### src/rtl/gp_arb_pkg.sv
// Shared types and helpers for the AHB transaction arbiter.
//   arb_state_t : arbiter FSM state encoding
//   MAX_REQ     : largest supported requester count
//   IDX_W       : requester index width, sized for MAX_REQ so the same tag
//                 width serves every legal N_REQ (2..8)
//   rr_first()  : round-robin first-eligible search starting at ptr
package gp_arb_pkg;

  typedef enum logic {
    ARB  = 1'b0,
    HOLD = 1'b1
  } arb_state_t;

  localparam int MAX_REQ = 8;
  localparam int IDX_W   = $clog2(MAX_REQ);

  typedef struct packed {
    logic             found;
    logic [IDX_W-1:0] idx;
  } rr_pick_t;

  // Only the first n entries of elig are considered; the search visits
  // ptr, ptr+1, ... wrapping modulo n and keeps the first hit.
  function automatic rr_pick_t rr_first(input logic [MAX_REQ-1:0] elig,
                                        input logic [IDX_W-1:0]   ptr,
                                        input int                 n);
    rr_pick_t res;
    int       k;
    res = '0;
    for (int i = 0; i < MAX_REQ; i++) begin
      if (i < n) begin
        k = (int'(ptr) + i) % n;
        if (!res.found && elig[k]) begin
          res.found = 1'b1;
          res.idx   = k[IDX_W-1:0];
        end
      end
    end
    return res;
  endfunction

endpackage

### src/rtl/ahb_rd_tag_fifo.sv
// In-order FIFO of requester indices for reads issued but not yet returned.
// Ports:
//   i_clk_ahb, i_rstn_ahb : clock, async active-low reset
//   push, push_data       : enqueue a requester index
//   pop                   : dequeue the head (ignored when empty)
//   head                  : current head entry (valid when !empty)
//   full, empty           : occupancy flags
module ahb_rd_tag_fifo #(
  parameter int DEPTH = 2,
  parameter int WIDTH = 3
) (
  input  logic             i_clk_ahb,
  input  logic             i_rstn_ahb,
  input  logic             push,
  input  logic [WIDTH-1:0] push_data,
  input  logic             pop,
  output logic [WIDTH-1:0] head,
  output logic             full,
  output logic             empty
);

  localparam int PW = (DEPTH > 1) ? $clog2(DEPTH) : 1;
  localparam int CW = $clog2(DEPTH) + 1;

  logic [WIDTH-1:0] mem_q [DEPTH];
  logic [PW-1:0]    wr_ptr_q, rd_ptr_q;
  logic [CW-1:0]    count_q;
  logic             do_push, do_pop;

  function automatic logic [PW-1:0] ptr_next(input logic [PW-1:0] p);
    return (p == PW'(DEPTH - 1)) ? '0 : p + PW'(1);
  endfunction

  assign full  = (count_q == CW'(DEPTH));
  assign empty = (count_q == '0);
  assign head  = mem_q[rd_ptr_q];

  // A push into a full FIFO is only safe when the head leaves this cycle.
  assign do_push = push && (!full || pop);
  assign do_pop  = pop && !empty;

  always_ff @(posedge i_clk_ahb or negedge i_rstn_ahb) begin
    if (!i_rstn_ahb) begin
      for (int i = 0; i < DEPTH; i++) mem_q[i] <= '0;
      wr_ptr_q <= '0;
      rd_ptr_q <= '0;
      count_q  <= '0;
    end else begin
      if (do_push) begin
        mem_q[wr_ptr_q] <= push_data;
        wr_ptr_q        <= ptr_next(wr_ptr_q);
      end
      if (do_pop) rd_ptr_q <= ptr_next(rd_ptr_q);
      case ({do_push, do_pop})
        2'b10:   count_q <= count_q + CW'(1);
        2'b01:   count_q <= count_q - CW'(1);
        default: count_q <= count_q;
      endcase
    end
  end

endmodule

### src/rtl/ahb_txn_arbiter.sv
// Round-robin arbiter sharing one AHB master transaction port between
// N_REQ requesters, with in-order routing of read returns.
// Ports:
//   i_clk_ahb, i_rstn_ahb            : clock, async active-low reset
//   i_req_valid/rd0_wr1/addr/wr_data : per-requester transaction (packed)
//   o_req_ready                      : one-hot accept to the granted requester
//   o_req_rd_valid, o_req_rd_data    : one-hot read strobe, broadcast data
//   o_m_valid/rd0_wr1/addr/wr_data   : transaction to the AHB master
//   i_m_ready                        : master accept
//   i_m_rd_valid, i_m_rd_data        : read return from the master
//   o_err                            : sticky, read returned with no tag
//
// state | meaning
// ------+---------------------------------------------------------------
// ARB   | pick a winner each cycle; an accepted winner completes at once
// HOLD  | master stalled: mux locked to grant_q until accept or valid drop
module ahb_txn_arbiter
  import gp_arb_pkg::*;
#(
  parameter int N_REQ          = 4,
  parameter int DATA_WIDTH     = 32,
  parameter int ADDR_WIDTH     = 32,
  parameter int RD_OUTSTANDING = 2
) (
  input  logic                          i_clk_ahb,
  input  logic                          i_rstn_ahb,
  input  logic [N_REQ-1:0]              i_req_valid,
  input  logic [N_REQ-1:0]              i_req_rd0_wr1,
  input  logic [N_REQ*ADDR_WIDTH-1:0]   i_req_addr,
  input  logic [N_REQ*DATA_WIDTH-1:0]   i_req_wr_data,
  output logic [N_REQ-1:0]              o_req_ready,
  output logic [N_REQ-1:0]              o_req_rd_valid,
  output logic [DATA_WIDTH-1:0]         o_req_rd_data,
  output logic                          o_m_valid,
  output logic                          o_m_rd0_wr1,
  output logic [ADDR_WIDTH-1:0]         o_m_addr,
  output logic [DATA_WIDTH-1:0]         o_m_wr_data,
  input  logic                          i_m_ready,
  input  logic                          i_m_rd_valid,
  input  logic [DATA_WIDTH-1:0]         i_m_rd_data,
  output logic                          o_err
);

  arb_state_t       state_q, state_d;
  logic [IDX_W-1:0] rr_ptr_q, rr_ptr_d;
  logic [IDX_W-1:0] grant_q, grant_d;
  logic [IDX_W-1:0] sel, rr_next;
  logic [MAX_REQ-1:0] valid_ext, elig_ext;
  rr_pick_t         pick;
  logic             accept;
  logic             err_q;
  logic             fifo_push, fifo_pop, fifo_full, fifo_empty;
  logic [IDX_W-1:0] fifo_head;

  // A read is only eligible while a tag slot is free; writes never wait
  // on the FIFO.
  always_comb begin
    valid_ext = '0;
    elig_ext  = '0;
    for (int k = 0; k < N_REQ; k++) begin
      valid_ext[k] = i_req_valid[k];
      elig_ext[k]  = i_req_valid[k] && (i_req_rd0_wr1[k] || !fifo_full);
    end
    pick = rr_first(elig_ext, rr_ptr_q, N_REQ);
  end

  always_comb begin
    state_d  = state_q;
    grant_d  = grant_q;
    rr_ptr_d = rr_ptr_q;

    sel       = (state_q == HOLD) ? grant_q : pick.idx;
    o_m_valid = (state_q == HOLD) ? valid_ext[grant_q] : pick.found;

    // Fields are zeroed when nothing is offered so idle buses stay quiet.
    o_m_rd0_wr1 = 1'b0;
    o_m_addr    = '0;
    o_m_wr_data = '0;
    for (int k = 0; k < N_REQ; k++) begin
      if (o_m_valid && (sel == IDX_W'(k))) begin
        o_m_rd0_wr1 = i_req_rd0_wr1[k];
        o_m_addr    = i_req_addr[k*ADDR_WIDTH +: ADDR_WIDTH];
        o_m_wr_data = i_req_wr_data[k*DATA_WIDTH +: DATA_WIDTH];
      end
    end

    accept = o_m_valid && i_m_ready;

    o_req_ready = '0;
    for (int k = 0; k < N_REQ; k++) begin
      o_req_ready[k] = accept && (sel == IDX_W'(k));
    end

    rr_next   = (int'(sel) == N_REQ - 1) ? '0 : sel + IDX_W'(1);
    fifo_push = accept && !o_m_rd0_wr1;

    case (state_q)
      ARB: begin
        if (accept) begin
          rr_ptr_d = rr_next;
        end else if (pick.found) begin
          state_d = HOLD;
          grant_d = pick.idx;
        end
      end
      HOLD: begin
        if (accept) begin
          rr_ptr_d = rr_next;
          state_d  = ARB;
        end else if (!valid_ext[grant_q]) begin
          state_d = ARB;
        end
      end
      default: state_d = ARB;
    endcase
  end

  always_comb begin
    fifo_pop       = i_m_rd_valid && !fifo_empty;
    o_req_rd_valid = '0;
    for (int k = 0; k < N_REQ; k++) begin
      o_req_rd_valid[k] = fifo_pop && (fifo_head == IDX_W'(k));
    end
    o_req_rd_data = fifo_pop ? i_m_rd_data : '0;
  end

  always_ff @(posedge i_clk_ahb or negedge i_rstn_ahb) begin
    if (!i_rstn_ahb) begin
      state_q  <= ARB;
      rr_ptr_q <= '0;
      grant_q  <= '0;
      err_q    <= 1'b0;
    end else begin
      state_q  <= state_d;
      rr_ptr_q <= rr_ptr_d;
      grant_q  <= grant_d;
      if (i_m_rd_valid && fifo_empty) err_q <= 1'b1;
    end
  end

  assign o_err = err_q;

  ahb_rd_tag_fifo #(
    .DEPTH (RD_OUTSTANDING),
    .WIDTH (IDX_W)
  ) u_tag_fifo (
    .i_clk_ahb  (i_clk_ahb),
    .i_rstn_ahb (i_rstn_ahb),
    .push       (fifo_push),
    .push_data  (sel),
    .pop        (fifo_pop),
    .head       (fifo_head),
    .full       (fifo_full),
    .empty      (fifo_empty)
  );

endmodule

### config.mk
export PLATFORM = sky130hd
export DESIGN_NAME = ahb_txn_arbiter
export DESIGN_NICKNAME = d
export VERILOG_FILES = /design/src/rtl/gp_arb_pkg.sv /design/src/rtl/ahb_rd_tag_fifo.sv /design/src/rtl/ahb_txn_arbiter.sv
export SDC_FILE = /design/constraint.sdc
export NUM_CORES = 1
export LEC_CHECK = 0
export ABC_AREA = 1
export CORE_AREA = 3 3 157 159
export DETAILED_ROUTE_END_ITERATION = 10
export DIE_AREA = 0 0 160 162
export GPL_ROUTABILITY_DRIVEN = 0
export SYNTH_ARGS = -nofsm -noshare
export SYNTH_HDL_FRONTEND = slang
export SYNTH_SLANG_ARGS = --single-unit
### constraint.sdc
create_clock -name i_clk_ahb -period 10.64 [get_ports i_clk_ahb]
set_clock_uncertainty 0.15 [all_clocks]
set_input_delay 2.66 -clock i_clk_ahb [delete_from_list [all_inputs] [get_ports i_clk_ahb]]
set_output_delay 2.66 -clock i_clk_ahb [all_outputs]
set_load 0.05 [all_outputs]
# [After elaboration in Yosys (flattened, before gate mapping)]
# Cells that the tools add are included.
[classes] n_addsub=8 magnitude_cmp=8 n_eq_ne=10 mux=48 bitwise_logic=7 n_reduce_logical=45
[ops] operator="2-to-1 mux 32 bit" count=9
[ops] operator="logical AND 1 bit" count=26
[ops] operator="2-to-1 mux 1 bit" count=19
[ops] operator="2-to-1 mux 4 bit" count=4
[ops] operator="< comparator 3 x 5 -> 1 bit (second input constant)" count=3
[ops] operator="2-to-1 mux 3 bit" count=5
[ops] operator="binary-select mux 1 bit (select 3 bit)" count=4
[ops] operator="equality test 3 x 2 -> 1 bit (second input constant)" count=4
[ops] operator="adder 2 x 1 -> 2 bit (second input constant)" count=3
[ops] operator="bitwise mux 6 bit" count=1
[ops] operator="equality test 3 x 1 -> 1 bit (second input constant)" count=2
[ops] operator="zero test 1 bit" count=6
[ops] operator="zero test 3 bit" count=2
[ops] operator="OR reduction 2 bit" count=3
[ops] operator="logical OR 1 bit" count=5
[ops] operator="adder 2 bit (second input constant)" count=2
[ops] operator="equality test 2 bit (second input constant)" count=2
[ops] operator="greater-or-equal comparator 2 bit (second input constant)" count=2
[ops] operator="< comparator 2 x 4 -> 1 bit (second input constant)" count=1
[ops] operator="< comparator 3 x 4 -> 1 bit (second input constant)" count=1
[ops] operator="2-to-1 mux 2 bit" count=2
[ops] operator="inverter 1 -> 2 bit" count=2
[ops] operator="one-hot mux 2 bit (2 select lines)" count=1
[ops] operator="AND 1 bit (first input constant)" count=3
[ops] operator="other kinds (12)" count=14
[totals] register_bits=17 output_inout_bits=107 word_cells=135

# [Depth between registers and ports, before layout]
# Gate-level depths: netlist of run 1.
[depth] depth_word=28 depth_mapped=25 ltp_nobuf=25

# [Hierarchy]
# From an unflattened synthesis of run 1, not the netlist that was laid out.
[hier_totals] cells_unflattened=893 hier_area_um2=4525.6
[by_module_without_submodules] mod="ahb_txn_arbiter" n_inst=1 cells_each=830 area_per_inst_um2=3997.6 seq_area_each_um2=150.1
[by_module_without_submodules] mod="ahb_rd_tag_fifo" n_inst=1 cells_each=63 area_per_inst_um2=528.0 seq_area_each_um2=250.2

# [Worst setup path before layout of run 1]
# No wires, ideal clock.
[synth_path] path_type="input to output" start="input i_req_rd0_wr1[3]" end="output o_m_addr[10]" t_arrival_ps=5485 setup_slack_ps=2345 cell_stages=21 n_path_buf=2 cell_sequence="inv_1 > nand3_1 > nand3_1 > nand2_1 > nand2_1 > nand2_1 > nor2_1 > nand2_1 > nor2_1 > nand2_1 > nand4_1 > nand2_1 > o21ai_0 > inv_1 > ha_1 > clkbuf_1 > clkbuf_1 > nand3_1 > nor2_1 > o21ai_1 > a31oi_1"
[synth_via] elab_chain_cells=21 word_cells_on_any_way=37 cone_classes="3 x eq/ne; 21 x mux; 13 x reduce/logical"
[synth_lines] element="start: declaration" line="ahb_txn_arbiter.sv:28" rtl="input logic [N_REQ-1:0] i_req_rd0_wr1,"
[synth_lines] element="logical OR 1 bit *" line="ahb_txn_arbiter.sv:62" rtl="elig_ext[k] = i_req_valid[k] && (i_req_rd0_wr1[k] || !fifo_full);"
[synth_lines] element="logical AND 1 bit *" line="ahb_txn_arbiter.sv:62"
[synth_lines] element="binary-select mux 1 bit (select 2 bit)" line="gp_arb_pkg.sv:33" rtl="if (!res.found && elig[k]) begin"
[synth_lines] element="2-to-1 mux 1 bit (not written as such)" line="gp_arb_pkg.sv:33"
[synth_lines] element="2-to-1 mux 4 bit" line="gp_arb_pkg.sv:33"
[synth_lines] element="zero test 1 bit" line="gp_arb_pkg.sv:33"
[synth_lines] element="logical AND 1 bit" line="gp_arb_pkg.sv:33"
[synth_lines] element="2-to-1 mux 4 bit" line="gp_arb_pkg.sv:33"
[synth_lines] element="[... 4 more ...]"
[synth_lines] element="logical AND 1 bit" line="gp_arb_pkg.sv:33"
[synth_lines] element="2-to-1 mux 4 bit *" line="gp_arb_pkg.sv:33"
[synth_lines] element="2-to-1 mux 3 bit *" line="ahb_txn_arbiter.sv:72" rtl="sel = (state_q == HOLD) ? grant_q : pick.idx;"
[synth_lines] element="via sel[1]" line="ahb_txn_arbiter.sv:47" rtl="logic [IDX_W-1:0] sel, rr_next;"
[synth_lines] element="zero test 3 bit" line="ahb_txn_arbiter.sv:80" rtl="if (o_m_valid && (sel == IDX_W'(k))) begin"
[synth_lines] element="logical AND 1 bit" line="ahb_txn_arbiter.sv:80"
[synth_lines] element="2-to-1 mux 32 bit (3 in series)" line="ahb_txn_arbiter.sv:80"
[synth_lines] element="2-to-1 mux 32 bit *" line="ahb_txn_arbiter.sv:80"
[synth_lines] element="end: declaration" line="ahb_txn_arbiter.sv:36" rtl="output logic [ADDR_WIDTH-1:0] o_m_addr,"
# Mark *: on every way through the listed nets, which the timed path passes. The rest lies on a longest branch. The select of a mux whose other input is x is not followed.

# [Final worst setup path of run 1]
[layout_path] start="input i_req_rd0_wr1[3]" end="output o_m_wr_data[31]"
[layout_via] elab_chain_cells=21 word_cells_on_any_way=37 cone_classes="3 x eq/ne; 21 x mux; 13 x reduce/logical"
[layout_lines] element="logical OR 1 bit *" line="ahb_txn_arbiter.sv:62"
[layout_lines] element="logical AND 1 bit *" line="ahb_txn_arbiter.sv:62"
[layout_lines] element="binary-select mux 1 bit (select 2 bit)" line="gp_arb_pkg.sv:33"
[layout_lines] element="2-to-1 mux 1 bit (not written as such)" line="gp_arb_pkg.sv:33"
[layout_lines] element="2-to-1 mux 4 bit" line="gp_arb_pkg.sv:33"
[layout_lines] element="zero test 1 bit" line="gp_arb_pkg.sv:33"
[layout_lines] element="logical AND 1 bit" line="gp_arb_pkg.sv:33"
[layout_lines] element="2-to-1 mux 4 bit" line="gp_arb_pkg.sv:33"
[layout_lines] element="[... 4 more ...]"
[layout_lines] element="logical AND 1 bit" line="gp_arb_pkg.sv:33"
[layout_lines] element="2-to-1 mux 4 bit *" line="gp_arb_pkg.sv:33"
[layout_lines] element="2-to-1 mux 3 bit *" line="ahb_txn_arbiter.sv:72"
[layout_lines] element="via sel[0]" line="ahb_txn_arbiter.sv:47"
[layout_lines] element="zero test 3 bit" line="ahb_txn_arbiter.sv:80"
[layout_lines] element="logical AND 1 bit" line="ahb_txn_arbiter.sv:80"
[layout_lines] element="2-to-1 mux 32 bit (3 in series)" line="ahb_txn_arbiter.sv:80"
[layout_lines] element="2-to-1 mux 32 bit *" line="ahb_txn_arbiter.sv:80"
[layout_lines] element="end: declaration" line="ahb_txn_arbiter.sv:37" rtl="output logic [DATA_WIDTH-1:0] o_m_wr_data,"
# Marked as above.

==> impl_metrics.ini, run 1 <==
[synth]
synth_top_area_share_pct = 22.4
netlist_instances = 805
synth-seq-cells = 14
synthFlopType = dfrtp_1
ys_seq_area_share_pct = 8.69
synth.top_cells.by_area = nor2_1 22%, nand3_1 19%, inv_1 11%, a31oi_1 9.9%, dfrtp_1 8.7%
yosys.area.top_type = nor2_1
syn_area_um2 = 4030
synth_enable_flop_cells = 0
synth_common_cells = 241 x nor2_1, 151 x nand3_1, 115 x inv_1
yosys_warnings = 0
yosys.cell_count.top_type = nor2_1
syn_nets = 1110
ys_types = 32
synthArstFlopShare_pct = 100
synth_area_per_cell_um2 = 5.01

[outcome]
status = finished clean

[timing]
finalSetupTns_ns = 0
min_period_over_period_pct = 90.5
relSlewSlack_pct = 41.0
hold_violations = 0
worstMarginPinSlew_ns = 0.885
setup_viol = 0
period_needed_ns = 9.63
timing.fmax_mhz = 104
fin_ws_ns = 1.01
final_max_slew_viol_count = 0
rsz0062_at_grt = false

[clock_tree]
clk_path_buf_depth = 2
post_cts_buffers = 0
cts_buffers = 3
cts_resized = 0
cts_tree = done
cts_root_buffer = clkbuf_16
clkLatencyLatePin_ns = 0.24
clock-sinks = 14
hold_buffers = 0
cts.htree.levels = 1
clk_pin_slew_worst_paths_ns = 0.05

[setup_path]
rr_worst_depth = 24
crit_fanout = 65
critical_path_required_ns = 7.83
reg2reg_slack_ns = 6.20
cp-start-kind = input pin
reg2reg_to = u_tag_fifo.count_q[1]
arrival_ns = 6.82
path_class = in2out
critPathCaptureType = output port
worstReg2RegStart = rr_ptr_q[0]

[worst_hold_path]
whs_path_depth = 1
hp-class = reg2reg
hold_path_startpoint = o_err
hold_end = o_err

[place]
pre_cts_ws_ns = 1.04
numPortBuffers = 406
dp_hpwl_mm = 19.3

[detailed_routing]
drt_iter0_drc = 601
dr.pass1.iters = 5
wire_per_inst_um = 16.6
drt_wl_total_mm = 24.6
via_per_inst = 4.43
via_count = 6552
drc = 0
drtAntennaViolNets = 0

[global_routing]
grt_max_degree = 80
grt_pass1_vias = 6097
grt_pass1_wl_mm = 36.2
grt_use_total_pct = 17.2
grt_overflow = 0
antenna_found_initial = 1

[floorplanning]
die_y_um = 162
start_util_pct = 17.2
io_pins = 407
die-area_um2 = 25900
die_w_um = 160
rows = 56
coreArea_um2 = 23400

[cells_and_area]
area_growth_pct = 108
layout-drive-gt1-share_pct = 3.02
fin_nets = 1465

[flow_run]
drv_cap = 0
critical path, cell delays in order:
cell and delay, ns:
clkdlybuf4s50_1 0.46, inv_1 0.06, nand3_1 0.08, nand3_1 0.12, nand2_1 0.13, nand2_1 0.08
nand2_1 0.09, nor2_1 0.06, nor2_1 0.08, o21ai_1 0.08, nand2_1 0.06, nand2_1 0.04
o21ai_0 0.16, clkinv_1 0.25, ha_1 0.28, nand2_4 0.52, buf_4 0.41, nor2_1 0.08
a31oi_1 0.16, clkdlybuf4s50_1 0.86
worst max path at each step:
stage	start	endpoint	slack (ns)	cells past startpoint
floorplan	i_req_rd0_wr1[3]	o_m_addr[10]	2.34	21
global placement	i_req_rd0_wr1[3]	o_m_wr_data[31]	1.12	20
detailed placement	i_req_rd0_wr1[3]	o_m_wr_data[31]	1.04	20
CTS	i_req_rd0_wr1[3]	o_m_wr_data[31]	1.04	20
global route	i_req_rd0_wr1[0]	o_m_addr[27]	0.70	22
finish	i_req_rd0_wr1[3]	o_m_wr_data[31]	1.01	20
per-stage QoR:
step	cells	utilization [%]	hold slack (ns)	cell area [um^2]
after detailed placement	1474	35.4	0.302	8280
after floorplan	805	-	0.292	4030
final	1479	35.8	0.309	8370
after global placement	1474	35.4	0.301	8280
after CTS	1478	35.8	0.312	8370
after global routing	1479	35.8	0.328	8370
registers in the layout, summed over array words and instances (netlist names):
signal	flops
u_tag_fifo.mem_q	4
u_tag_fifo.rd_ptr_q	1
grant_q	2
rr_ptr_q	2
u_tag_fifo.count_q	2
state_q	1
u_tag_fifo.wr_ptr_q	1
o_err	1
placed cells by master, fill, tap and decap left out, types with 2 or more instances in the layout:
cell             count
nand2_1             35
nand2_4              2
nor3_1               2
a21oi_1              2
clkdlybuf4s50_1    404
inv_1              115
nand3_1            151
dfrtp_1             14
o21ai_0             24
o21ai_1             51
clkbuf_16            3
clkinv_1             2
ha_2                 3
buf_4               11
nand2_2              3
a31oi_1             64
nor2_1             241
inv_2                3
nand4_1              9
xor2_1               2
ha_1                 2
buf_12               4
logic make-up after synthesis:
| kind of cell | synth area share [%] |
|---|---|
| flip-flops | 8.69 |
| buffers and inverters | 20.6 |
| AO/OA/AOI/OAI | 20.8 |
| multiplexers | 0.248 |
| adder cells (fa/ha/maj) | 1.55 |
| XOR/XNOR | 1.06 |
| AND/OR/NAND/NOR | 47.1 |
metal layers:
| metal | wire, um | global-route usage, % | vias up |
|---|---|---|---|
| met2 | 12700 | 32.0 | 246 |
| met5 | 0 | 0 | - |
| met1 | 10100 | 21.5 | 2959 |
| li1 | - | - | 3333 |
| met3 | 1560 | 3.01 | 14 |
| met4 | 203 | 1.70 | 0 |
cell type report:
cell class / instances / area (um^2)
fillers: 2569 / 15000
repair buffers: 419 / 4210
flip-flops and latches: 14 / 350
inverters: 120 / 450
multi-input cells: 602 / 2870
well taps: 319 / 399
clock buffers: 4 / 88.8
diodes: 1 / 2.50
Power of run 1 is not shown: default switching activity piles up to over one toggle a cycle in this logic, so the estimate is an artifact.
==> run 2: changes to the inputs <==
Settings changed: ABC_AREA 1 to default, CORE_AREA 3 3 157 159 to 3 3 156 158, DIE_AREA 0 0 160 162 to 0 0 159 161.
==> run 2 against run 1 <==
  * Synthesized area shrank 18%
  * Synthesized cell count shrank 36%
  * Global-route usage shrank 2.6 points
  * Core utilization shrank 2.5 points
  * Flip-flop and latch count is the same
  * Register-to-register slack gained 0.16 ns
  * Worst hold slack lost 0.0044 ns
  * Cell area shrank 7.5%
  * Die area shrank 1.2%
==> impl_metrics.ini, run 2 <==
[outcome]
status = finished clean

[detailed_routing]
drc = 0
wire_per_inst_um = 17.0
via_per_inst = 4.43
via_count = 5324
drtAntennaViolNets = 0
dr.pass1.iters = 5
drt_iter0_drc = 348
drt_wl_total_mm = 20.4

[cells_and_area]
mostFrequentLayoutCell = clkdlybuf4s50_1
diodes = 0
fin_nets = 1189
final_area_um2 = 7740
fillers = 2548
area_growth_pct = 135
layout-drive-gt1-share_pct = 3.17
final_cell_mix = 404 x clkdlybuf4s50_1, 77 x nor2_1, 68 x a21oi_1
fin_util_pct = 33.3
regMostFlops = u_tag_fifo.mem_q
largest_reg_flops = 4

[setup_path]
critical_path_required_ns = 7.83
slowest_delay_ns = 0.83
reg2reg_slack_ns = 6.36
critical_path.top_delay_family = buffers and inverters
path_class = in2out
crit_start = i_req_rd0_wr1[1]
worst-path-buf-inv = 5
critPathCaptureType = output port
worstReg2RegStart = u_tag_fifo.count_q[0]
crit_slowest_cell = clkdlybuf4s50_1
arrival_ns = 6.79
crit_fanout = 38
cp-start-kind = input pin
cp_cell_sequence = clkdlybuf4s50_1 -> or3b_1 -> nand3_1 -> a31oi_1 -> o31ai_1 -> buf_4 -> inv_1 -> ha_2 -> nor2b_4 -> buf_4 -> a221oi_1 -> nor3_1 -> a21oi_1 -> nor2_1 -> clkdlybuf4s50_1

[clock_tree]
cts_tree = done
clk_pin_slew_worst_paths_ns = 0.05
hold_buffers = 0
cts_root_buffer = clkbuf_16
post_cts_buffers = 0
cts.htree.levels = 1
clkLatencyLatePin_ns = 0.25
cts_resized = 0
cts_buffers = 3
clk_path_buf_depth = 2
clock-sinks = 14

[floorplanning]
die_y_um = 161
die-area_um2 = 25600
start_util_pct = 14.1
coreArea_um2 = 23300
io_pins = 407
die_w_um = 159
rows = 56

[timing]
final_max_slew_viol_count = 0
timing.fmax_mhz = 104
period_needed_ns = 9.60
worstMarginPinSlew_ns = 0.915
min_period_over_period_pct = 90.2
rsz0062_at_grt = false
setup_viol = 0
relSlewSlack_pct = 39.0
hold_violations = 0
finalSetupTns_ns = 0

[global_routing]
grt_use_total_pct = 14.6
grt_max_degree = 80
grt_pass1_vias = 5363
antenna_found_initial = 0
grt_pass1_wl_mm = 30.6
grt_overflow = 0

[synth]
synth_top_area_share_pct = 17.0
synth_enable_flop_cells = 0
synthArstFlopShare_pct = 100
yosys.area.top_type = a221oi_1
yosys.cell_count.top_type = nor2_1
synthFlopType = dfrtp_1
syn_nets = 824
synth_common_cells = 77 x nor2_1, 68 x a21oi_1, 65 x nor2b_1, 65 x nor3_1, 64 x a221oi_1
synth-seq-cells = 14
ys_seq_area_share_pct = 10.7
netlist_instances = 519
ys_types = 48
synth_area_per_cell_um2 = 6.34
synth.top_cells.by_area = a221oi_1 17%, nor2b_1 12%, dfrtp_1 11%, a21oi_1 10%, nor3_1 9.9%
yosys_warnings = 0
syn_area_um2 = 3290

[place]
numPortBuffers = 406
place_area_um2 = 7650
dp_hpwl_mm = 16.0

[flow_run]
drv_cap = 0

[pwr]
peakVddDrop_mv = 0.259
p_leak_nw = 2.82
powerDensity_nw_per_um2 = 367

[worst_hold_path]
hp-class = reg2reg
hold_path_startpoint = o_err
## run 2: changes by cell type after synthesis, moves of 63 or more
cell | before | now
nor2_1 | 241 | 77
nand3_1 | 151 | 2
inv_1 | 115 | 13
a21oi_1 | 2 | 68
nor2b_1 | 0 | 65
a221oi_1 | 0 | 64
a31oi_1 | 64 | 1
nor3_1 | 2 | 65
## run 2: cell type report
cell class / instances / area (um^2) / area share, %
repair buffers: 416 / 4160 / 53.7
multi-input cells: 436 / 2700 / 34.8
well taps: 319 / 399 / 5.16
flip-flops and latches: 14 / 350 / 4.53
clock buffers: 4 / 88.8 / 1.15
inverters: 13 / 48.8 / 0.630
## run 2: per-layer routing
layer	up-vias	track usage [%]	wire length (um)	part of all wire, %
li1	2628	-	-	-
met1	2459	18.6	8670	42
met2	220	26.1	10200	50
met3	17	3.00	1290	6.3
met4	0	1.87	208	1.0
met5	-	0	0	0
## run 2: cells by family (layout without fill, tap and decap cells)
group                      after synthesis  in the layout  share of synthesized area [%]
and+or+nand+nor                        263            263                           41.7
AOI/OAI and AO/OA                      156            156                           32.8
buffers and inverters                   69            433                           8.49
DFF                                     14             14                           10.7
muxes                                    7              7                           3.08
adders and majority gates                5              5                           1.90
xor gates and xnor gates                 5              5                           1.33
## run 2: worst register-to-register path, cell delays in order (launching register included)
cell and delay [ns]:
dfrtp_1 0.49, or2b_1 0.29, o21ai_0 0.37, a22oi_1 0.17
a22o_1 0.31, inv_1 0.15, ha_4 0.56, nor3b_1 0.27
a221o_1 0.24, o21ai_0 0.20, or3_1 0.39, ha_1 0.22
xnor2_1 0.15, nor2_1 0.06, xor2_1 0.13
## run 2: power breakdown
group / leakage (nW) / internal [mW] / switching (mW)
sequential: 0.167 / 0.0779 / 0.0368
clock: 0.0442 / 0.0571 / 0.0235
combinational: 2.61 / 0.942 / 1.70
total: 2.82 / 1.08 / 1.76
## run 2: per-stage QoR
| stage | hold WS (ns) | instances | setup WS (ns) | power, mW |
|---|---|---|---|---|
| 2_1_floorplan | 0.319 | 519 | 2.11 | 1.89 |
| 3_3_place_gp | 0.289 | 1198 | 1.04 | 2.77 |
| 3_5_place_dp | 0.296 | 1198 | 1.02 | 2.77 |
| 4_1_cts | 0.306 | 1202 | 1.02 | 2.86 |
| 5_1_grt | 0.359 | 1202 | 0.714 | 3.02 |
| 6_report | 0.305 | 1202 | 1.04 | 2.84 |
## run 2: final timing paths
| check | to | cells past startpoint |
|---|---|---|
| min in group asynchronous | state_q | 1 |
| hold reg to reg | o_err | 1 |
| max in group asynchronous | u_tag_fifo.count_q[1] | 1 |
| hold / removal | o_err | 1 |
| setup reg to reg | u_tag_fifo.count_q[1] | 14 |
| setup / recovery | o_m_addr[17] | 15 |
No activity file was read; power rests on OpenSTA's default activity.
==> run 3: changes to the inputs <==
Settings changed: CAP_MARGIN from default to 10, CTS_CLUSTER_DIAMETER from default to 30.
==> results of run 3 <==
The final DEF is identical to that of run 2; final timing and power are the same.
